==> config.mk <==
export PLATFORM = sky130hd
export DESIGN_NAME = dcache_mem
export DESIGN_NICKNAME = d
export VERILOG_FILES = /design/src/rtl/dcache_mem.sv
export SDC_FILE = /design/constraint.sdc
export NUM_CORES = 1
export LEC_CHECK = 0
export ABC_CLOCK_PERIOD_IN_PS = 8400
export BUFFER_PORTS_ARGS = -buffer_cell sky130_fd_sc_hd__buf_2
export CAP_MARGIN = 10
export CORE_ASPECT_RATIO = 1.4
export CORE_MARGIN = 2
export CORE_UTILIZATION = 63
export CTS_CLUSTER_SIZE = 14
export DETAILED_ROUTE_END_ITERATION = 16
export PLACE_DENSITY = 0.86
export SYNTH_ARGS = -nofsm -noshare
export SYNTH_HDL_FRONTEND = slang
export SYNTH_SLANG_ARGS = --single-unit
==> constraint.sdc <==
create_clock -name clk -period 8.4 [get_ports clk]
set_input_delay 0.84 -clock clk [delete_from_list [all_inputs] [get_ports clk]]
set_output_delay 0.84 -clock clk [all_outputs]
set_load 0.02 [all_outputs]
==> src/rtl/dcache_mem.sv <==
// dcache_mem: dcache line-transfer sequencer for a quad-SPI PSRAM.
// Optional VC32_PSRAM_QPI_INIT_EN: send QPI-enable (0x35) in SPI mode after reset.
module dcache_mem #(
  parameter int PA          = 22,
  parameter int LINE_LENGTH = 4,
  parameter int WAIT        = 6,
  parameter int CS_GAP      = 1
) (
  input  logic          clk,
  input  logic          reset,
  input  logic          pull,
  input  logic          push,
  input  logic [PA-3:0] pull_tag,
  input  logic [PA-3:0] push_tag,
  input  logic [3:0]    dwrite,
  output logic          rstrobe_d,
  output logic          wstrobe_d,
  output logic [3:0]    dread,
  output logic          busy,
  output logic          done,
  output logic          mem_cs_n,
  output logic          mem_sck_en,
  output logic          mem_oe,
  output logic [3:0]    mem_out,
  input  logic [3:0]    mem_in
);

  localparam int NIB = 2 * LINE_LENGTH;
  localparam logic [7:0] QPI_CMD = 8'h35;

  typedef enum logic [3:0] {
    IDLE, WB_GATHER, WB_CMD, WB_ADDR, WB_DATA, GAP,
    RD_CMD, RD_ADDR, RD_DUMMY, RD_DATA, FILL, DONE, INIT
  } state_t;

`ifdef VC32_PSRAM_QPI_INIT_EN
  localparam state_t RST_STATE = INIT;
`else
  localparam state_t RST_STATE = IDLE;
`endif

  state_t state, state_n, nxt;
  logic [3:0] cnt, cnt_n, lim;
  logic [PA-3:0] tag;
  logic [31:0] lbuf;
  logic [23:0] addr24;
  logic [2:0] c, ai;
  logic cs_n_n, sck_n, oe_n, rs_n, ws_n, done_n;
  logic [3:0] out_n, dr_n;

  assign addr24 = {{(24-PA){1'b0}}, tag, 2'b00};
  assign c      = cnt_n[2:0];
  assign ai     = 3'd5 - c;

  // Next state: each state lasts lim+1 cycles, IDLE waits for pull.
  always_comb begin
    state_n = state;
    cnt_n   = cnt + 4'd1;
    lim     = 4'd0;
    nxt     = IDLE;
    unique case (state)
      IDLE:      nxt = push ? WB_GATHER : RD_CMD;
      WB_GATHER: begin lim = 4'(NIB-1);    nxt = WB_CMD;   end
      WB_CMD:    begin lim = 4'd1;         nxt = WB_ADDR;  end
      WB_ADDR:   begin lim = 4'd5;         nxt = WB_DATA;  end
      WB_DATA:   begin lim = 4'(NIB-1);    nxt = GAP;      end
      GAP:       begin lim = 4'(CS_GAP-1); nxt = RD_CMD;   end
      RD_CMD:    begin lim = 4'd1;         nxt = RD_ADDR;  end
      RD_ADDR:   begin lim = 4'd5;         nxt = RD_DUMMY; end
      RD_DUMMY:  begin lim = 4'(WAIT-1);   nxt = RD_DATA;  end
      RD_DATA:   begin lim = 4'(NIB-1);    nxt = FILL;     end
      FILL:      begin lim = 4'(NIB-1);    nxt = DONE;     end
      DONE:      begin lim = 4'd0;         nxt = IDLE;     end
      INIT:      begin lim = 4'd9;         nxt = IDLE;     end
      default:   begin lim = 4'd0;         nxt = IDLE;     end
    endcase
    if (state == IDLE) begin
      cnt_n = 4'd0;
      if (pull) state_n = nxt;
    end else if (cnt == lim) begin
      cnt_n   = 4'd0;
      state_n = nxt;
    end
  end

  // Output decode from the upcoming state so every output is a register.
  always_comb begin
    cs_n_n = 1'b1;
    sck_n  = 1'b0;
    oe_n   = 1'b0;
    out_n  = 4'h0;
    rs_n   = 1'b0;
    ws_n   = 1'b0;
    dr_n   = 4'h0;
    done_n = 1'b0;
    unique case (state_n)
      WB_GATHER: rs_n = 1'b1;
      WB_CMD: begin
        cs_n_n = 1'b0; sck_n = 1'b1; oe_n = 1'b1;
        out_n  = (c == 3'd0) ? 4'h3 : 4'h8;
      end
      WB_ADDR, RD_ADDR: begin
        cs_n_n = 1'b0; sck_n = 1'b1; oe_n = 1'b1;
        out_n  = addr24[{ai, 2'b00} +: 4];
      end
      WB_DATA: begin
        cs_n_n = 1'b0; sck_n = 1'b1; oe_n = 1'b1;
        out_n  = lbuf[{c ^ 3'd1, 2'b00} +: 4];
      end
      RD_CMD: begin
        cs_n_n = 1'b0; sck_n = 1'b1; oe_n = 1'b1;
        out_n  = (c == 3'd0) ? 4'hE : 4'hB;
      end
      RD_DUMMY, RD_DATA: begin
        cs_n_n = 1'b0; sck_n = 1'b1;
      end
      FILL: begin
        ws_n = 1'b1;
        dr_n = lbuf[{c, 2'b00} +: 4];
      end
      DONE: done_n = 1'b1;
      INIT: begin
        if (cnt_n != 4'd0 && cnt_n <= 4'd8) begin
          cs_n_n = 1'b0; sck_n = 1'b1; oe_n = 1'b1;
          out_n  = {3'b000, QPI_CMD[3'(4'd8 - cnt_n)]};
        end
      end
      default: ;
    endcase
  end

  // State and per-state cycle counter.
  always_ff @(posedge clk) begin
    if (reset) begin
      state <= RST_STATE;
      cnt   <= 4'd0;
    end else begin
      state <= state_n;
      cnt   <= cnt_n;
    end
  end

  // Line address and nibble buffer; memory order is buffer nibble k^1.
  always_ff @(posedge clk) begin
    if (reset) begin
      tag  <= '0;
      lbuf <= '0;
    end else begin
      if (state == IDLE && pull)
        tag <= push ? push_tag : pull_tag;
      if (state == GAP && state_n == RD_CMD)
        tag <= pull_tag;
      if (state == WB_GATHER)
        lbuf[{cnt[2:0], 2'b00} +: 4] <= dwrite;
      if (state == RD_DATA)
        lbuf[{cnt[2:0] ^ 3'd1, 2'b00} +: 4] <= mem_in;
    end
  end

  // Registered outputs.
  always_ff @(posedge clk) begin
    if (reset) begin
      mem_cs_n   <= 1'b1;
      mem_sck_en <= 1'b0;
      mem_oe     <= 1'b0;
      mem_out    <= 4'h0;
      rstrobe_d  <= 1'b0;
      wstrobe_d  <= 1'b0;
      dread      <= 4'h0;
      done       <= 1'b0;
      busy       <= 1'b0;
    end else begin
      mem_cs_n   <= cs_n_n;
      mem_sck_en <= sck_n;
      mem_oe     <= oe_n;
      mem_out    <= out_n;
      rstrobe_d  <= rs_n;
      wstrobe_d  <= ws_n;
      dread      <= dr_n;
      done       <= done_n;
      busy       <= (state_n != IDLE);
    end
  end

endmodule

**Word-level counts from Yosys, hierarchy flattened**

Memories as Yosys holds them, arrays and structs flattened.
Cells that the tools add are included.

- RAM bits: 0
- Bits of input ports: 52
- Bits in latches: 0
- Word-level logic and storage cells: 98
- Bits in read-only memories: 8
- Memories kept: 1
- Flip-flop bits (word level): 75

Memory list:

| memory | words | width | rd ports | clocked after Yosys merged registers in | write ports | line | source |
|---|---|---|---|---|---|---|---|
| (no name shown) | 8 | 1 | 1 | 0 | 0 | 125 | `out_n = {3'b000, QPI_CMD[3'(4'd8 - cnt_n)]};` |

- $add $sub $neg: 5
- Mux-type cells: 29
- $mul: 0
- $lt $le $gt $ge: 2
- Eq/ne operators: 23
- Bitwise logic cells: 3
- Shift operators: 7
- Divide/modulo/power cells: 0
- Reduce and logical (&&, ||, !) cells: 15

Operator list:

| cell | count |
|---|---|
| 2-to-1 mux 32 bit | 3 |
| bitwise mux 32 bit | 2 |
| variable shift 4 x 7 -> 32 bit, first input constant | 2 |
| indexed part select 32 x 6 -> 4 bit | 2 |
| indexed part select 4 x 7 -> 32 bit | 2 |
| 2-to-1 mux 20 bit | 3 |
| case mux 4 bit (11 select lines) | 1 |
| == test 4 bit, second input constant | 9 |
| == test 4 x 3 -> 1 bit, second input constant | 7 |
| 2-to-1 mux 4 bit | 6 |
| indexed part select 24 x 6 -> 4 bit | 1 |
| case mux 4 bit (5 select lines) | 1 |
| == test 4 x 2 -> 1 bit, second input constant | 4 |
| case mux 4 bit (4 select lines) | 1 |
| negation 5 -> 7 bit | 2 |
| == test 4 x 1 -> 1 bit, second input constant | 2 |
| nonzero test 4 bit | 2 |
| 2-to-1 mux 1 bit | 7 |
| OR reduction 7 bit | 1 |
| 2-to-1 mux 3 bit | 2 |
| case mux 1 bit (2 select lines) | 3 |
| OR reduction 2 bit | 3 |
| OR reduction 5 bit | 1 |
| adder 4 x 1 -> 4 bit, second input constant | 1 |
| 12 further kinds | 16 |

**Logic depth before layout (Yosys ltp)**

Gate-level depths: netlist of run 1.

- Depth in word-level cells: 11
- Mapped depth: 16
- Depth with buffers taken out: 14

**Worst setup path after synthesis of run 1**

OpenSTA, ideal clock, no wires.

- Kind: register to register
- Start point: reg state[2]
- End point: reg mem_out[0]
- Stages on the path, launching flop included: 15
- Arrival: 2823 ps
- Required time: 8333 ps
- Period minus slack after synthesis: 2890 ps
- Setup slack: 5510 ps
- Path through: dfxtp_1 -> buf_6 -> buf_4 -> and3b_1 -> a2111oi_1 -> o21ai_0 -> o32a_1 -> clkbuf_1 -> buf_2 -> ha_1 -> nor2_1 -> a221oi_1 -> o21ai_1 -> a21o_1 -> a21oi_2

- Word-level cells in the longest chain between the ends: 11
- Elaborated cells on any way between the ends: 45
- Classes of those cells: add/sub (2); order compare (1); eq/ne (18); shift (2); mux (12); bitwise (1); reduce/logical (8); memory (1)

Ends and longest elaborated chain:

| what | line | source |
|---|---|---|
| start: declaration | 42 | `state_t state, state_n, nxt;` |
| start signal: assignment | 138 | `state <= state_n;` |
| == test 4 x 1 -> 1 bit (tied with other cells) | 61 | `unique case (state)` |
| OR reduction 4 bit (no source line) (tied with other cells) | -- |  |
| case mux 4 bit (4 select lines) | 61 |  |
| == test 4 bit | 80 | `end else if (cnt == lim) begin` |
| 2-to-1 mux 4 bit | 80 |  |
| 2-to-1 mux 4 bit | 77 | `if (state == IDLE) begin` |
| subtractor 1 x 3 -> 3 bit | 125 |  |
| memory (8 x 1 bit) | -- |  |
| 2-to-1 mux 1 bit (implied by the code) | 125 |  |
| 2-to-1 mux 1 bit | 123 | `if (cnt_n != 4'd0 && cnt_n <= 4'd8) begin` |
| case mux 4 bit (5 select lines) * | 96 | `unique case (state_n)` |
| end signal: assignment | 176 | `mem_out <= out_n;` |
| end: declaration | 24 | `output logic [3:0] mem_out,` |

Mark *: on every way between the ends. The rest lies on a longest branch, timed or not. The select of a mux whose other input is x is not followed.
A chain may end at the register's enable or synchronous reset.

**Worst setup path after layout of run 1**

- Start point: reg state[1]
- End point: reg mem_out[0]

Same word-level chain as after synthesis.

==> flow_summary.yaml, run 1 <==
status:
  outcome: "completed"
clock_tree:
  cts_hold_buf: 0
  clock-sinks: 75
  clockBufferDepth: 2
  cts.clk_slew.worst_paths_ps: 80
  cts_resized: 0
  cts_setup_buffers: 0
  tritoncts: "done"
  cts_buffers: 9
  cts_root_buffer: "clkbuf_8"
  cts_htree_levels: 3
  clk_latency_ps: 370
flow_run:
  cap_viol_max_count: 0
synth:
  ys_ff_latch: 75
  synth_commonest_cells: "116 x nor2_1, 75 x dfxtp_1, 43 x nand2_1"
  synth_edf_count: 0
  ys_async_sr_fraction_pct: 0
  syn-num-nets: 658
  synth_cells: 599
  syn_avg_cell_area_um2: 8.14
  synth_ff_type: "dfxtp_1"
  ys_types: 80
  synth_top_area_cell: "dfxtp_1"
  yosys.area.top_type_share_pct: 30.8
  synth.most_common_cell: "nor2_1"
  synth_area_leaders: "dfxtp_1 31%, nor2_1 8.9%, mux2i_1 6.8%, o221a_1 4.6%, a211oi_1 3.5%"
  syn_area_um2: 4870
  synth_warnings: 0
  yosysSeqAreaShare_pct: 30.8
layout:
  nNetsFinal: 686
  final_util_pct: 69.6
  final_layout_size_suffix_gt1_share_pct: 17.9
  antenna_cells: 0
  layout.cells.non_filler: 731
  fillers: 635
  area_growth_pct: 8.68
power_and_ir_drop:
  irDropWorstVdd_uv: 263
  p_leak_uw: 0.00204
  power_uw: 1620
  power_density_nw_per_um2: 306
global_route:
  grt_first_pass_wirelength_mm: 23.0
  grt_max_degree: 67
  grt_pass1_vias: 4561
  antenna_found_initial: 0
  grt-ovfl-total: 0
  track_usage_pct: 34.7
setup_path:
  slowest_delay_ps: 1060
  worstPathCellList: "nor3_1 > a2111oi_1 > nor2_1 > o22ai_2 > and2_1 > inv_2 > ha_1 > inv_1 > a31oi_1 > a21oi_1 > o21ai_1 > a21o_1 > a21oi_2"
  cp.arrival_ps: 4620
  crit_family: "compound AO/OA/AOI/OAI gates"
  start_kind: "flip-flop"
  path_buf_inv: 2
  worst_ep_required_time_ps: 8700
  crit_fanout: 27
  end_kind: "flip-flop"
  slowest_stage: "dfxtp_1"
  critical_path_class: "flip-flop to flip-flop"
timing:
  fin_skew_ps: 11.4
  min_period_ps: 4330
  fmax_mhz: 231
  rsz0062_at_grt: "false"
  hold_viol: 0
  fin_setup_tns_ps: 0
  finalSetupViolCount: 0
  slew-limit-headroom_pct: 26.4
  tightest_slew_ps: 1100
  fin_crit_sh_pct: 51.5
  finalMaxSlewViolations: 0
  fin_hold_ws_ps: 536
floorplan:
  coreArea_um2: 7610
  die-width_um: 78.3
  die_y_um: 108
  die_area_um2: 8470
  row_count: 38
  initial_core_util_pct: 64.1
  ios: 67
route:
  drt-total-wl_mm: 14.1
  dr_total_vias: 4819
  wire_per_inst_um: 19.3
  drt_pass1_iterations: 7
  remaining_drc_errors: 0
  vias_per_cell: 6.59
  ant_nets: 0
  drt-initial-drc-count: 386
placement:
  gp_congestion: 0.947
  hpwl_mm: 10.1
  place_inst: 716
  place.port_buffers: 66
worst_hold_path:
  hold_class: "flip-flop to flip-flop"
report_power, final:
group	leakage, uW	internal [uW]	total (uW)	switching [uW]
Combinational	0.00132	294	825	531
Sequential	0.000611	409	488	79.1
Clock	0.000108	173	307	134
worst reg2reg max path: cells and delay by family (launching register included):
family,cells,cell delay (ps)
AO/OA/AOI/OAI,7,1560
adder cells (fa/ha/maj),1,410
AND/OR/NAND/NOR,3,860
flip-flops,1,1060
buffers and inverters,2,370
kinds of logic after synthesis:
family / Yosys count / share of synthesized area (%)
adders and majority gates: 7 / 1.80
muxes: 37 / 7.70
buffers and inverters: 67 / 6.70
DFF: 75 / 30.8
AOI/OAI and AO/OA: 174 / 28.7
and+or+nand+nor: 235 / 23.6
xor gates and xnor gates: 4 / 0.719
state kept, by name, summed over array words and instances, names as in the netlist, 4 cells and up:
| signal | flops |
|---|---|
| lbuf | 32 |
| tag | 20 |
| cnt | 4 |
| dread | 4 |
| mem_out | 4 |
| state | 4 |
cell usage in the layout (no fill, tap or decap), types with 5 or more instances in the layout:
master    netlist  layout
a211oi_1       23      23
a21oi_1        28      28
a221o_1         6       6
a221oi_1        5       5
a31oi_1         6       6
buf_2          17      66
clkbuf_8        0      10
dfxtp_1        75      75
ha_1            7       7
inv_1          13      13
mux2i_1        33      33
nand2_1        43      43
nand2b_1        9       9
nand3_1         9       9
nor2_1        116     116
nor2b_1         5       5
nor3_1         10      10
o211ai_1        6       6
o21ai_0        16      16
o21ai_1         5       5
o221a_1        20      20
o22ai_1        13      13
metal layers:
| metal | vias to the layer above | part of all wire, % | track usage (%) |
|---|---|---|---|
| met1 | 2254 | 39 | 40.3 |
| met2 | 239 | 49 | 59.0 |
| met5 | - | 0 | 0 |
| met3 | 55 | 6.2 | 6.68 |
| li1 | 2271 | - | - |
| met4 | 0 | 5.6 | 21.2 |
path summary, 6_finish.rpt:
check,startpoint,to,slack [ps],cells past startpoint
max,state[1]$_SDFF_PP0_,mem_out[0]$_SDFF_PP0_,4070,13
min,tag[0]$_SDFFE_PP0P_,tag[0]$_SDFFE_PP0P_,540,1
max reg2reg,state[1]$_SDFF_PP0_,mem_out[0]$_SDFF_PP0_,4070,13
min reg2reg,tag[0]$_SDFFE_PP0P_,tag[0]$_SDFFE_PP0P_,540,1
stage by stage:
stage / area (um^2) / setup WS (ps)
6_report: 5300 / 4070
5_1_grt: 5300 / 3800
4_1_cts: 5300 / 4180
3_5_place_dp: 5080 / 4200
3_3_place_gp: 5080 / 4350
2_1_floorplan: 4870 / 5510
layout make-up:
type / count / area, um^2 / area share (%)
inverters: 15 / 56.3 / 1.06
clock buffers: 10 / 138 / 2.60
flip-flops and latches: 75 / 1500 / 28.3
multi-input cells: 457 / 3050 / 57.5
well taps: 100 / 125 / 2.36
clock inverters: 5 / 77.6 / 1.46
repair buffers: 69 / 353 / 6.66
No activity file was read; power rests on OpenSTA's default activity.
==> inputs of run 2 (changes only) <==
==> config.mk (replaced) <==
export PLATFORM = sky130hd
export DESIGN_NAME = dcache_mem
export DESIGN_NICKNAME = d
export VERILOG_FILES = /design/src/rtl/dcache_mem.sv
export SDC_FILE = /design/constraint.sdc
export NUM_CORES = 1
export LEC_CHECK = 0
export ABC_CLOCK_PERIOD_IN_PS = 4000
export BUFFER_PORTS_ARGS = -buffer_cell sky130_fd_sc_hd__buf_2
export CAP_MARGIN = 10
export CORE_ASPECT_RATIO = 1.4
export CORE_MARGIN = 2
export CORE_UTILIZATION = 58
export CTS_CLUSTER_SIZE = 14
export DETAILED_ROUTE_END_ITERATION = 16
export PLACE_DENSITY = 0.8
export SYNTH_ARGS = -nofsm -noshare
export SYNTH_HDL_FRONTEND = slang
export SYNTH_SLANG_ARGS = --single-unit
==> constraint.sdc (replaced) <==
create_clock -name clk -period 4 [get_ports clk]
set_input_delay 0.4 -clock clk [delete_from_list [all_inputs] [get_ports clk]]
set_output_delay 0.4 -clock clk [all_outputs]
set_load 0.02 [all_outputs]
==> flow_summary.yaml, run 2 (same netlist as run 1, synthesis figures left out) <==
clock_tree:
  cts_buffers: 9
  cts_setup_buffers: 0
  cts_root_buffer: "clkbuf_16"
  cts_resized: 0
  cts_htree_levels: 3
  clk_latency_ps: 350
  clockBufferDepth: 2
  cts_hold_buf: 0
  clock-sinks: 75
  cts.clk_slew.worst_paths_ps: 60
  tritoncts: "done"
route:
  vias_per_cell: 6.60
  drt-initial-drc-count: 415
  drt_pass1_iterations: 5
  drt-total-wl_mm: 14.6
  ant_nets: 0
  wire_per_inst_um: 19.5
  dr_total_vias: 4936
  remaining_drc_errors: 0
timing:
  finalMaxSlewViolations: 0
  slew-limit-headroom_pct: 26.4
  fin_setup_tns_ps: 0
  fin_skew_ps: 8.19
  fin_ws_ps: 378
  fmax_mhz: 276
  hold_viol: 0
  finalSetupViolCount: 0
  rsz0062_at_grt: "false"
  min_period_ps: 3620
  tightest_slew_ps: 1090
  fin_crit_sh_pct: 90.5
worst_hold_path:
  hold_class: "input pin to flip-flop"
flow_run:
  cap_viol_max_count: 0
global_route:
  grt_pass1_vias: 4593
  grt_max_degree: 43
  grt_first_pass_wirelength_mm: 23.4
  track_usage_pct: 33.1
  antenna_found_initial: 0
  grt-ovfl-total: 0
setup_path:
  worst_ep_required_time_ps: 4230
  start_kind: "flip-flop"
  crit_fanout: 20
  cp.arrival_ps: 3850
  critical_path_class: "flip-flop to flip-flop"
  end_kind: "flip-flop"
placement:
  hpwl_mm: 10.5
  gp_congestion: 1.01
  place.port_buffers: 66
  place_ws_ps: 477
layout:
  final_common_cell: "nor2_1"
  antenna_cells: 0
  area_growth_pct: 12.9
  largest-register: "lbuf"
  final_layout_size_suffix_gt1_share_pct: 19.8
  largest_register_ffs: 32
  final_cell_mix: "116 x nor2_1, 75 x dfxtp_1, 66 x buf_2"
  fillers: 691
  nNetsFinal: 700
  top_regs: "lbuf (32), tag (20)"
power_and_ir_drop:
  irDropWorstVdd_uv: 367
  p_switching_uw: 1690
  switching_share_pct: 45.3
  power_frac_clock_pct: 22.5
  combPwrFrac_pct: 51.1
  power_density_nw_per_um2: 679
  p_leak_uw: 0.00215
  power_frac_seq_pct: 26.4
  intPower_uw: 2040
floorplan:
  ios: 67
  coreArea_um2: 8150
  die_y_um: 112
  initial_core_util_pct: 59.8
  die_area_um2: 9160
  die-width_um: 81.5
  row_count: 39
status:
  outcome: "completed"
run 2: cell types whose count changed in the layout (fill, tap and decap cells not counted), sizes merged:
cell | previous run | this run
clkinv | 2 | 3
bufinv | 2 | 1
buf | 69 | 83
inv | 15 | 16
run 2: power groups by stage:
stage	clock network [uW]	registers (uW)	logic, uW
after floorplan	0	966	1400
after global placement	0	996	1800
after detailed placement	0	995	1840
after CTS	843	982	1850
after global routing	871	999	2050
final	841	987	1910
run 2: per-layer routing:
metal,vias to the layer above,share of wire [%],track usage [%]
met2,271,49,53.3
met3,70,7.1,5.63
met1,2291,38,38.9
li1,2304,-,-
met5,-,0,0
met4,0,6.3,23.1
run 2: worst max-delay path, cell delays in order, from the launching register on:
cell      delay (ps)
dfxtp_1          830
buf_4            300
nor4b_2           60
nor4_1           260
xnor2_1          230
nor3_1           160
a221oi_4         460
nand4_1          190
o21ai_1          130
nand2_1          420
o221a_1          440
run 2: final timing paths:
| path | start | endpoint | slack (ps) | cells past startpoint |
|---|---|---|---|---|
| worst min-delay path | pull_tag[3] | tag[3]$_SDFFE_PP0P_ | 320 | 2 |
| worst min register to register | tag[2]$_SDFFE_PP0P_ | tag[2]$_SDFFE_PP0P_ | 530 | 1 |
| worst max register to register | state[1]$_SDFF_PP0_ | tag[10]$_SDFFE_PP0P_ | 380 | 10 |
| worst max-delay path | state[1]$_SDFF_PP0_ | tag[10]$_SDFFE_PP0P_ | 380 | 10 |
run 2: final cells by class:
| cell class | instances | area (um^2) | share of cell area (%) |
|---|---|---|---|
| multi-input combinational | 457 | 3050 | 55.4 |
| timing repair buffer | 83 | 458 | 8.32 |
| clock inverter | 6 | 72.6 | 1.32 |
| inverter | 15 | 56.3 | 1.02 |
| tap | 102 | 128 | 2.32 |
| sequential | 75 | 1500 | 27.3 |
| clock buffer | 10 | 239 | 4.34 |
run 2: per-stage QoR:
stage	cells	cell area, um^2	hold slack (ps)	util (%)	power (uW)
final	748	5500	322	67.5	3730
after CTS	748	5500	320	67.5	3680
after floorplan	599	4870	485	-	2360
after detailed placement	732	5190	506	63.7	2830
after global placement	732	5190	507	63.7	2800
after global routing	748	5500	331	67.5	3920
